<file path="config.mk">
export PLATFORM = sky130hd
export DESIGN_NAME = spi_arbiter
export DESIGN_NICKNAME = d
export VERILOG_FILES = /design/src/rtl/spi_arbiter.sv
export SDC_FILE = /design/constraint.sdc
export NUM_CORES = 1
export LEC_CHECK = 0
export ABC_AREA = 1
export BUFFER_PORTS_ARGS = -buffer_cell sky130_fd_sc_hd__buf_2
export CAP_MARGIN = 20
export CORE_ASPECT_RATIO = 0.5
export CORE_MARGIN = 10
export CORE_UTILIZATION = 30
export CTS_CLUSTER_DIAMETER = 120
export CTS_CLUSTER_SIZE = 25
export DETAILED_ROUTE_END_ITERATION = 7
export PLACE_DENSITY_LB_ADDON = 0.25
export SYNTH_ARGS = -nofsm -noshare
export SYNTH_HDL_FRONTEND = slang
export SYNTH_SLANG_ARGS = --single-unit
</file>
<file path="constraint.sdc">
create_clock -name CLK -period 1.4 [get_ports CLK]
set_input_delay 0.42 -clock CLK [delete_from_list [all_inputs] [get_ports CLK]]
set_output_delay 0.42 -clock CLK [all_outputs]
set_load 0.03 [all_outputs]
</file>
<file path="src/rtl/spi_arbiter.sv">
// spi_arbiter: two-requester arbiter and frame sequencer in front of SPI_cont.
// Define SPI_ARB_TIMEOUT_EN to build the WAIT_RX receive watchdog that drives ERR.
module spi_arbiter #(
  parameter int CS_SETUP = 2,
  parameter int CS_GAP   = 4,
  parameter int TIMEOUT  = 1023
) (
  input  logic       CLK,
  input  logic       RST,
  input  logic       REQ0,
  input  logic       REQ1,
  output logic       GNT0,
  output logic       GNT1,
  input  logic [7:0] T0_DATA,
  input  logic [7:0] T1_DATA,
  input  logic       T0_VALID,
  input  logic       T1_VALID,
  input  logic       T0_LAST,
  input  logic       T1_LAST,
  output logic       T0_READY,
  output logic       T1_READY,
  output logic [7:0] RX_DATA,
  output logic       RX0_STB,
  output logic       RX1_STB,
  output logic [1:0] CS_N,
  output logic       W_STB,
  output logic [7:0] W_DATA,
  input  logic       W_READY,
  input  logic       R_STB,
  input  logic [7:0] R_DATA,
  output logic       ERR
);
  typedef enum logic [2:0] {IDLE, SETUP, WAIT_TX, ISSUE, WAIT_RX, HOLD, GAP} state_t;
  localparam int CMAX = CS_SETUP > CS_GAP ? CS_SETUP : CS_GAP;
  localparam int CW = $clog2(CMAX + 1);
  state_t state_q, state_d;
  logic owner_q, owner_d, last_owner_q, last_owner_d, last_q, last_d;
  logic [1:0] gnt_q, gnt_d, cs_n_q, cs_n_d, rx_stb_q, rx_stb_d;
  logic [CW-1:0] cnt_q, cnt_d;
  logic [7:0] w_data_q, w_data_d, rx_data_q, rx_data_d;
  logic req_o, t_valid_o, t_last_o;
  logic [7:0] t_data_o;
  assign req_o     = owner_q ? REQ1 : REQ0;
  assign t_valid_o = owner_q ? T1_VALID : T0_VALID;
  assign t_last_o  = owner_q ? T1_LAST : T0_LAST;
  assign t_data_o  = owner_q ? T1_DATA : T0_DATA;
`ifdef SPI_ARB_TIMEOUT_EN
  localparam int TW = $clog2(TIMEOUT + 1);
  logic [TW-1:0] to_q, to_d;
  logic err_q, err_d;
  assign ERR = err_q;
`else
  assign ERR = TIMEOUT < 0;
`endif
  always_comb begin
    state_d      = state_q;
    owner_d      = owner_q;
    last_owner_d = last_owner_q;
    last_d       = last_q;
    gnt_d        = gnt_q;
    cs_n_d       = cs_n_q;
    cnt_d        = cnt_q;
    w_data_d     = w_data_q;
    rx_data_d    = rx_data_q;
    rx_stb_d     = '0;
`ifdef SPI_ARB_TIMEOUT_EN
    to_d         = '0;
    err_d        = 1'b0;
`endif
    case (state_q)
      IDLE: if (REQ0 | REQ1) begin
        owner_d      = (REQ0 & REQ1) ? ~last_owner_q : REQ1;
        last_owner_d = owner_d;
        gnt_d        = owner_d ? 2'b10 : 2'b01;
        cs_n_d       = ~gnt_d;
        cnt_d        = '0;
        state_d      = SETUP;
      end
      SETUP: begin
        cnt_d   = cnt_q == CW'(CS_SETUP - 1) ? '0 : cnt_q + 1'b1;
        state_d = cnt_q == CW'(CS_SETUP - 1) ? WAIT_TX : SETUP;
      end
      WAIT_TX: if (!req_o) begin
        cnt_d   = '0;
        state_d = HOLD;
      end else if (t_valid_o && W_READY) begin
        w_data_d = t_data_o;
        last_d   = t_last_o;
        state_d  = ISSUE;
      end
      ISSUE: state_d = WAIT_RX;
      WAIT_RX: begin
        if (R_STB) begin
          rx_data_d = R_DATA;
          rx_stb_d  = owner_q ? 2'b10 : 2'b01;
          cnt_d     = '0;
          state_d   = last_q ? HOLD : WAIT_TX;
        end
`ifdef SPI_ARB_TIMEOUT_EN
        else if (to_q == TW'(TIMEOUT - 1)) begin
          err_d   = 1'b1;
          cnt_d   = '0;
          state_d = HOLD;
        end else to_d = to_q + 1'b1;
`endif
      end
      HOLD: if (cnt_q == CW'(CS_SETUP)) begin
        cs_n_d  = 2'b11;
        gnt_d   = 2'b00;
        cnt_d   = '0;
        state_d = GAP;
      end else cnt_d = cnt_q + 1'b1;
      GAP: begin
        cnt_d   = cnt_q == CW'(CS_GAP - 1) ? '0 : cnt_q + 1'b1;
        state_d = cnt_q == CW'(CS_GAP - 1) ? IDLE : GAP;
      end
      default: state_d = IDLE;
    endcase
  end
  always_ff @(posedge CLK) begin
    if (RST) begin
      state_q      <= IDLE;
      owner_q      <= 1'b0;
      last_owner_q <= 1'b1;
      last_q       <= 1'b0;
      gnt_q        <= '0;
      cs_n_q       <= 2'b11;
      cnt_q        <= '0;
      w_data_q     <= '0;
      rx_data_q    <= '0;
      rx_stb_q     <= '0;
`ifdef SPI_ARB_TIMEOUT_EN
      to_q         <= '0;
      err_q        <= 1'b0;
`endif
    end else begin
      state_q      <= state_d;
      owner_q      <= owner_d;
      last_owner_q <= last_owner_d;
      last_q       <= last_d;
      gnt_q        <= gnt_d;
      cs_n_q       <= cs_n_d;
      cnt_q        <= cnt_d;
      w_data_q     <= w_data_d;
      rx_data_q    <= rx_data_d;
      rx_stb_q     <= rx_stb_d;
`ifdef SPI_ARB_TIMEOUT_EN
      to_q         <= to_d;
      err_q        <= err_d;
`endif
    end
  end
  assign GNT0     = gnt_q[0];
  assign GNT1     = gnt_q[1];
  assign CS_N     = cs_n_q;
  assign W_STB    = state_q == ISSUE;
  assign W_DATA   = w_data_q;
  assign T0_READY = W_STB & ~owner_q;
  assign T1_READY = W_STB & owner_q;
  assign RX_DATA  = rx_data_q;
  assign RX0_STB  = rx_stb_q[0];
  assign RX1_STB  = rx_stb_q[1];
endmodule

</file>
==> results.ini, run 1 <==
[clocking]
cts_tree = built
cts_buffers = 5
clock_sinks = 31
ctsRootBufferMaster = clkbuf_8
cts.reportedPaths.clkPinSlew_ns = 0.07
ctsHoldBuffers = 0
cts_max_level = 2
clkLatencyLatePin_ns = 0.29
max-clock-path-buffers = 2

[detailed_routing]
final_antenna_net_count = 0
wirelength_mm = 5.20
routed-via-count = 1764
via_per_inst = 4.38
drc_errors = 0
first_pass_iters = 4
wl_per_cell_um = 12.9
drt_iter0_markers = 107

[logic_synthesis]
yosysSeqAreaShare_pct = 37.5
syn_area_per_cell_sq_um = 6.87
yosys_most_used_dff = dfxtp_1
ys_types = 32
ys_ff_latch = 31
synth_top_area_share_pct = 37.5
yosysTopAreaCell = dfxtp_1
synth_cells = 241
syn_area_sq_um = 1660
synth_nets = 280
ys_warn_count = 0
async_reset_ff_share_pct = 0
synth-edff-count = 0
ys_top_cells_by_area = dfxtp_1 (37%), nand2_1 (14%), nor2_1 (7.5%)

[timing]
layout_setup_ws_ns = -0.0463
fin_skew_ns = 0.00469
final_hold_viol_count = 0
finalCritPeriodShare_pct = 103
fin_crit_ns = 1.45
max_freq_ghz = 0.691
slew_violations = 0
rsz0062_at_grt = true
holdWs_ns = 0.406
setup_violations = 3

[global_route]
grt_pass1_wl_mm = 8.11
antenna_found_initial = 0
track_usage_pct = 10.6
grt-ovfl-total = 0
grt_max_degree = 19
grt_pass1_vias = 1673

[final_layout]
drive_gt1_share_pct = 46.2
design_area_sq_um = 2560
final_cells = 403
finalNetCount = 371
syn_to_final_growth_pct = 54.5
antenna-diode-count = 0

[power_and_ir_drop]
power_switching_uw = 842
p_total_uw = 2620
p_leak_uw = 0.00125
p_clk_share_pct = 34.5
ir_drop_uv = 574
internal_power_uw = 1770
power_frac_seq_pct = 37.9
combPwrFrac_pct = 27.6
power_density_nw_per_um2 = 1020
netSwitchingFraction_pct = 32.2

[worst_setup_path]
crit_path_end_kind = output port
crit_chain = clkinv_4 > nand3_4 > nor2_4 > buf_6
crit_path_start_kind = flop
cpMaxStageDelayCell = dfxtp_4
worstPathMaxFanout = 4
path_buf_inv = 2
rrSetupSlack_ns = 0.01
critPathMaxStageDelay_ns = 0.36
critical_path_class = reg2out
arrival_ns = 1.03
worstPathRequired_ns = 0.98
cp_top_family = flip-flops

[die]
die_area_sq_um = 9070
initial_core_util_pct = 32.2
core_area_sq_um = 5130
ioPinCount = 60
rows = 18
die_h_um = 72.5
die_w_um = 125

[placement]
place_inst = 374
post-place-ws_ns = -0.0754
gp_congestion = 0.893
port_buffers = 58
dp.final_hpwl_mm = 3.77
placed_cell_area_sq_um = 2080

[flow_run]
cap_violations = 0

[status]
violations = negative setup slack
status = complete, but fails checks

[hold_path]
hold_class = in2reg

-- layout make-up --
| class | instances | area (sq um) |
|---|---|---|
| Clock buffer | 5 | 68.8 |
| Sequential cell | 31 | 639 |
| Tap cell | 70 | 87.6 |
| Fill cell | 513 | 2580 |
| Timing Repair Buffer | 92 | 607 |
| Inverter | 29 | 126 |
| Clock inverter | 3 | 43.8 |
| Multi-Input combinational cell | 172 | 978 |
| Timing Repair inverter | 1 | 6.26 |
-- path summary, 6_finish.rpt --
check,depth (start not counted),start,end
hold reg to reg,2,RX_DATA[3]$_SDFFE_PP0P_,RX_DATA[3]$_SDFFE_PP0P_
hold / removal,3,R_DATA[3],RX_DATA[3]$_SDFFE_PP0P_
setup reg to reg,9,state_q[2]$_SDFFE_PP0P_,CS_N[0]$_SDFFE_PP1P_
setup / recovery,4,state_q[2]$_SDFFE_PP0P_,T1_READY
-- cells in the final DEF (no fill, tap or decap), types with 3 or more instances in the layout --
cell type | synthesis | layout
nand4_1 | 3 | 3
nand3_2 | 2 | 3
dfxtp_2 | 0 | 3
nor2_1 | 33 | 26
dfxtp_1 | 31 | 24
buf_6 | 2 | 9
nor2_4 | 3 | 5
nor2_2 | 4 | 9
buf_2 | 3 | 55
nand2_2 | 2 | 4
buf_4 | 2 | 26
nand2_1 | 62 | 60
o21ai_0 | 18 | 10
o21ai_1 | 1 | 8
inv_1 | 22 | 20
nand3_4 | 0 | 3
a21oi_2 | 1 | 3
dfxtp_4 | 0 | 4
a21oi_1 | 17 | 15
inv_2 | 3 | 5
clkinv_4 | 1 | 3
nand3_1 | 9 | 6
clkbuf_8 | 0 | 5
-- cells by family (layout without fill, tap and decap cells) --
logic type	Yosys count	count (layout)	synth area share [%]
AO/OA/AOI/OAI	39	39	12.4
adder cells (fa/ha/maj)	5	5	3.78
buffers and inverters	39	130	11.0
flip-flops	31	31	37.5
other	1	1	0.227
AND/OR/NAND/NOR	126	127	35.1
-- sequential cells by signal, indices dropped and copies added, names as in the netlist --
register      flops
gnt_q             2
last_q            1
CS_N              2
cnt_q             3
W_DATA            8
last_owner_q      1
rx_stb_q          2
RX_DATA           8
owner_q           1
state_q           3
-- power groups by stage --
| stage | sequential [uW] | clock [uW] | combinational, uW |
|---|---|---|---|
| detailed placement | 999 | 0 | 604 |
| global placement | 997 | 0 | 599 |
| CTS | 983 | 925 | 604 |
| global route | 1000 | 955 | 799 |
| floorplan | 1040 | 0 | 369 |
| finish | 992 | 902 | 722 |
-- routing by layer --
metal / track usage, % / vias to the layer above / wire, um
li1: - / 938 / -
met1: 12.2 / 797 / 2380
met2: 19.1 / 25 / 2580
met3: 2.90 / 4 / 204
met4: 3.05 / 0 / 43
met5: 0 / - / 0
-- worst reg2reg max path: stages (launching register included) --
cell	delay [ns]
dfxtp_4	0.36
clkinv_4	0.06
buf_6	0.09
buf_6	0.08
nand2_4	0.05
nor3_4	0.22
inv_2	0.06
or2_4	0.26
o21ai_2	0.06
nand2_1	0.06
-- synth_stat cells (2+ instances only) --
| cell | instances |
|---|---|
| a21oi_1 | 17 |
| buf_2 | 3 |
| buf_4 | 2 |
| buf_6 | 2 |
| clkbuf_1 | 3 |
| dfxtp_1 | 31 |
| ha_1 | 5 |
| inv_1 | 22 |
| inv_2 | 3 |
| inv_4 | 2 |
| nand2_1 | 62 |
| nand2_2 | 2 |
| nand2_4 | 2 |
| nand3_1 | 9 |
| nand3_2 | 2 |
| nand4_1 | 3 |
| nor2_1 | 33 |
| nor2_2 | 4 |
| nor2_4 | 3 |
| nor3_1 | 2 |
| o21ai_0 | 18 |
-- per-stage QoR --
stage / setup TNS [ns] / utilization, %
2_1_floorplan: -0.136 / -
3_3_place_gp: -0.499 / 40.5
3_5_place_dp: -0.645 / 40.5
4_1_cts: -0.152 / 44.3
5_1_grt: -0.706 / 49.8
6_report: -0.130 / 49.8
-- repair_timing --
action / CTS / global route
endpoints found under the setup margin: 12 / 24
setup buffers: 3 / 16
resized for setup: 18 / 51
cloned: 0 / 2
pin swaps: 5 / 25
Power figures use the tool's default switching activity.
==> inputs of run 2 (changes only) <==
--- a/config.mk
+++ b/config.mk
@@ -15,6 +15,7 @@
 export CTS_CLUSTER_SIZE = 25
 export DETAILED_ROUTE_END_ITERATION = 7
 export PLACE_DENSITY_LB_ADDON = 0.25
+export RECOVER_POWER = 100
 export SYNTH_ARGS = -nofsm -noshare
 export SYNTH_HDL_FRONTEND = slang
 export SYNTH_SLANG_ARGS = --single-unit
==> run 2 against run 1 <==
  * The run still ends with negative setup slack left
  * Power grew 0.10%
  * Non-clock buffer count is the same
  * Count of clock-buffer cells in the layout is the same
  * Critical path depth is the same
  * Clock power is essentially flat
  * Maximum frequency is essentially flat
  * Worst setup slack is essentially flat
  * Largest power group unchanged
==> results.ini, run 2 (synthesis results as in run 1) <==
[status]
status = complete, but fails checks  ; unchanged
violations = negative setup slack  ; unchanged

[timing]
rsz0062_at_grt = true  ; unchanged
max_freq_ghz = 0.691  ; about the same
finalCritPeriodShare_pct = 103  ; about the same
slew_violations = 0  ; unchanged
layout_setup_ws_ns = -0.0464  ; was -0.0463 ns
fin_crit_ns = 1.45  ; about the same
fin_skew_ns = 0.00521  ; was 0.00469 ns
setup_violations = 3  ; unchanged
final_hold_viol_count = 0  ; unchanged
holdWs_ns = 0.405  ; was 0.406 ns

[final_layout]
fillers = 513  ; unchanged
syn_to_final_growth_pct = 54.5  ; unchanged
final_common_cell = nand2_1  ; unchanged
antenna-diode-count = 0  ; unchanged
layout_common_cells = nand2_1 (60), buf_2 (40), nor2_1 (26), buf_4 (26), dfxtp_1 (24)  ; was nand2_1 (60), buf_2 (55), nor2_1 (26), buf_4 (26), dfxtp_1 (24)
finalNetCount = 371  ; unchanged
drive_gt1_share_pct = 46.2  ; unchanged
final_cells = 403  ; unchanged

[worst_setup_path]
worstPathMaxFanout = 4  ; unchanged
crit_path_start_kind = flop  ; unchanged
worstPathRequired_ns = 0.98  ; about the same
critical_path_class = reg2out  ; unchanged
crit_path_end_kind = output port  ; unchanged
arrival_ns = 1.03  ; about the same

[hold_path]
hold_class = in2reg  ; unchanged

[power_and_ir_drop]
p_total_uw = 2620  ; about the same
p_leak_uw = 0.00124  ; was 0.00125 uW
power_density_nw_per_um2 = 1020  ; about the same
ir_drop_uv = 574  ; about the same

[detailed_routing]
routed-via-count = 1758  ; was 1,764
wirelength_mm = 5.20  ; about the same
via_per_inst = 4.36  ; was 4.38
first_pass_iters = 4  ; unchanged
final_antenna_net_count = 0  ; unchanged
wl_per_cell_um = 12.9  ; about the same
drt_iter0_markers = 85  ; was 107
drc_errors = 0  ; unchanged

[die]
die_h_um = 72.5  ; unchanged
core_area_sq_um = 5130  ; unchanged
rows = 18  ; unchanged
die_w_um = 125  ; unchanged
die_area_sq_um = 9070  ; unchanged
ioPinCount = 60  ; unchanged
initial_core_util_pct = 32.2  ; unchanged

[clocking]
clkLatencyLatePin_ns = 0.29  ; about the same
ctsRootBufferMaster = clkbuf_8  ; unchanged
cts_max_level = 2  ; unchanged
cts_buffers = 5  ; unchanged
clock_sinks = 31  ; unchanged
cts_tree = built  ; unchanged
max-clock-path-buffers = 2  ; unchanged
cts.reportedPaths.clkPinSlew_ns = 0.07  ; about the same

[flow_run]
cap_violations = 0  ; unchanged

[global_route]
grt_pass1_vias = 1673  ; unchanged
grt_max_degree = 19  ; unchanged
gr-max-usage-layer = met2  ; unchanged
met3_usage_pct = 2.90  ; unchanged
grt-ovfl-total = 0  ; unchanged
grt_use_met1_pct = 12.2  ; unchanged
track_usage_pct = 10.6  ; unchanged
grt_pass1_wl_mm = 8.11  ; unchanged
antenna_found_initial = 0  ; unchanged
use_met2_pct = 19.1  ; unchanged

[placement]
place_inst = 374  ; unchanged
dp.final_hpwl_mm = 3.77  ; unchanged
gp_congestion = 0.893  ; unchanged
port_buffers = 58  ; unchanged

-- run 2: cell count changes in the layout (fill, tap and decap cells not counted) --
cell and delta:
buf_2 -15, clkbuf_2 +15
-- run 2: layout make-up --
type	instances	area (sq um)	area share, %
Timing Repair Buffer	92	607	23.7
Tap cell	70	87.6	3.42
Timing Repair inverter	1	6.26	0.245
Clock buffer	5	68.8	2.69
Multi-Input combinational cell	172	978	38.3
Clock inverter	3	43.8	1.71
Inverter	29	126	4.94
Sequential cell	31	639	25.0
-- run 2: path summary, 6_finish.rpt --
| kind | from | endpoint | slack (ns) | cells after the start |
|---|---|---|---|---|
| setup / recovery | state_q[2]$_SDFFE_PP0P_ | T1_READY | -0.05 | 4 |
| hold / removal | R_DATA[3] | RX_DATA[3]$_SDFFE_PP0P_ | 0.40 | 3 |
| setup reg to reg | state_q[2]$_SDFFE_PP0P_ | CS_N[0]$_SDFFE_PP1P_ | 0.01 | 9 |
| hold reg to reg | RX_DATA[6]$_SDFFE_PP0P_ | RX_DATA[6]$_SDFFE_PP0P_ | 0.44 | 2 |
-- run 2: power breakdown --
| part | switching, uW | internal, uW | total, uW |
|---|---|---|---|
| registers | 52.2 | 940 | 993 |
| logic | 417 | 304 | 721 |
| clock network | 375 | 530 | 905 |
-- run 2: per-stage QoR --
stage                     setup TNS, ns  worst slack (ns)  instance area (sq um)  util, %
after floorplan                  -0.136           -0.0778                   1660        -
after global placement           -0.499           -0.0630                   2080     40.5
after detailed placement         -0.645           -0.0754                   2080     40.5
after CTS                        -0.152           -0.0867                   2270     44.3
after global routing             -0.706           -0.0842                   2560     49.8
final                            -0.130           -0.0464                   2560     49.8
-- run 2: critical path, cell delays in order (launching register included) --
cell      delay [ns]
dfxtp_4         0.36
clkinv_4        0.05
nand3_4         0.09
nor2_4          0.10
buf_6           0.13
-- run 2: per-layer routing --
layer | share of wire, % | wire length [um]
met1 | 45 | 2350
met2 | 49 | 2570
met3 | 4.4 | 231
met4 | 0.83 | 43
met5 | 0 | 0
-- run 2: timing repair --
item / CTS / global route
gates resized for setup: 18 / 51
endpoints found under the hold margin: 0 / 0
buffers inserted: 3 / 16
hold buffers: 0 / 0
setup endpoints to repair: 12 / 24
pin swaps: 5 / 25
gates cloned: 0 / 2
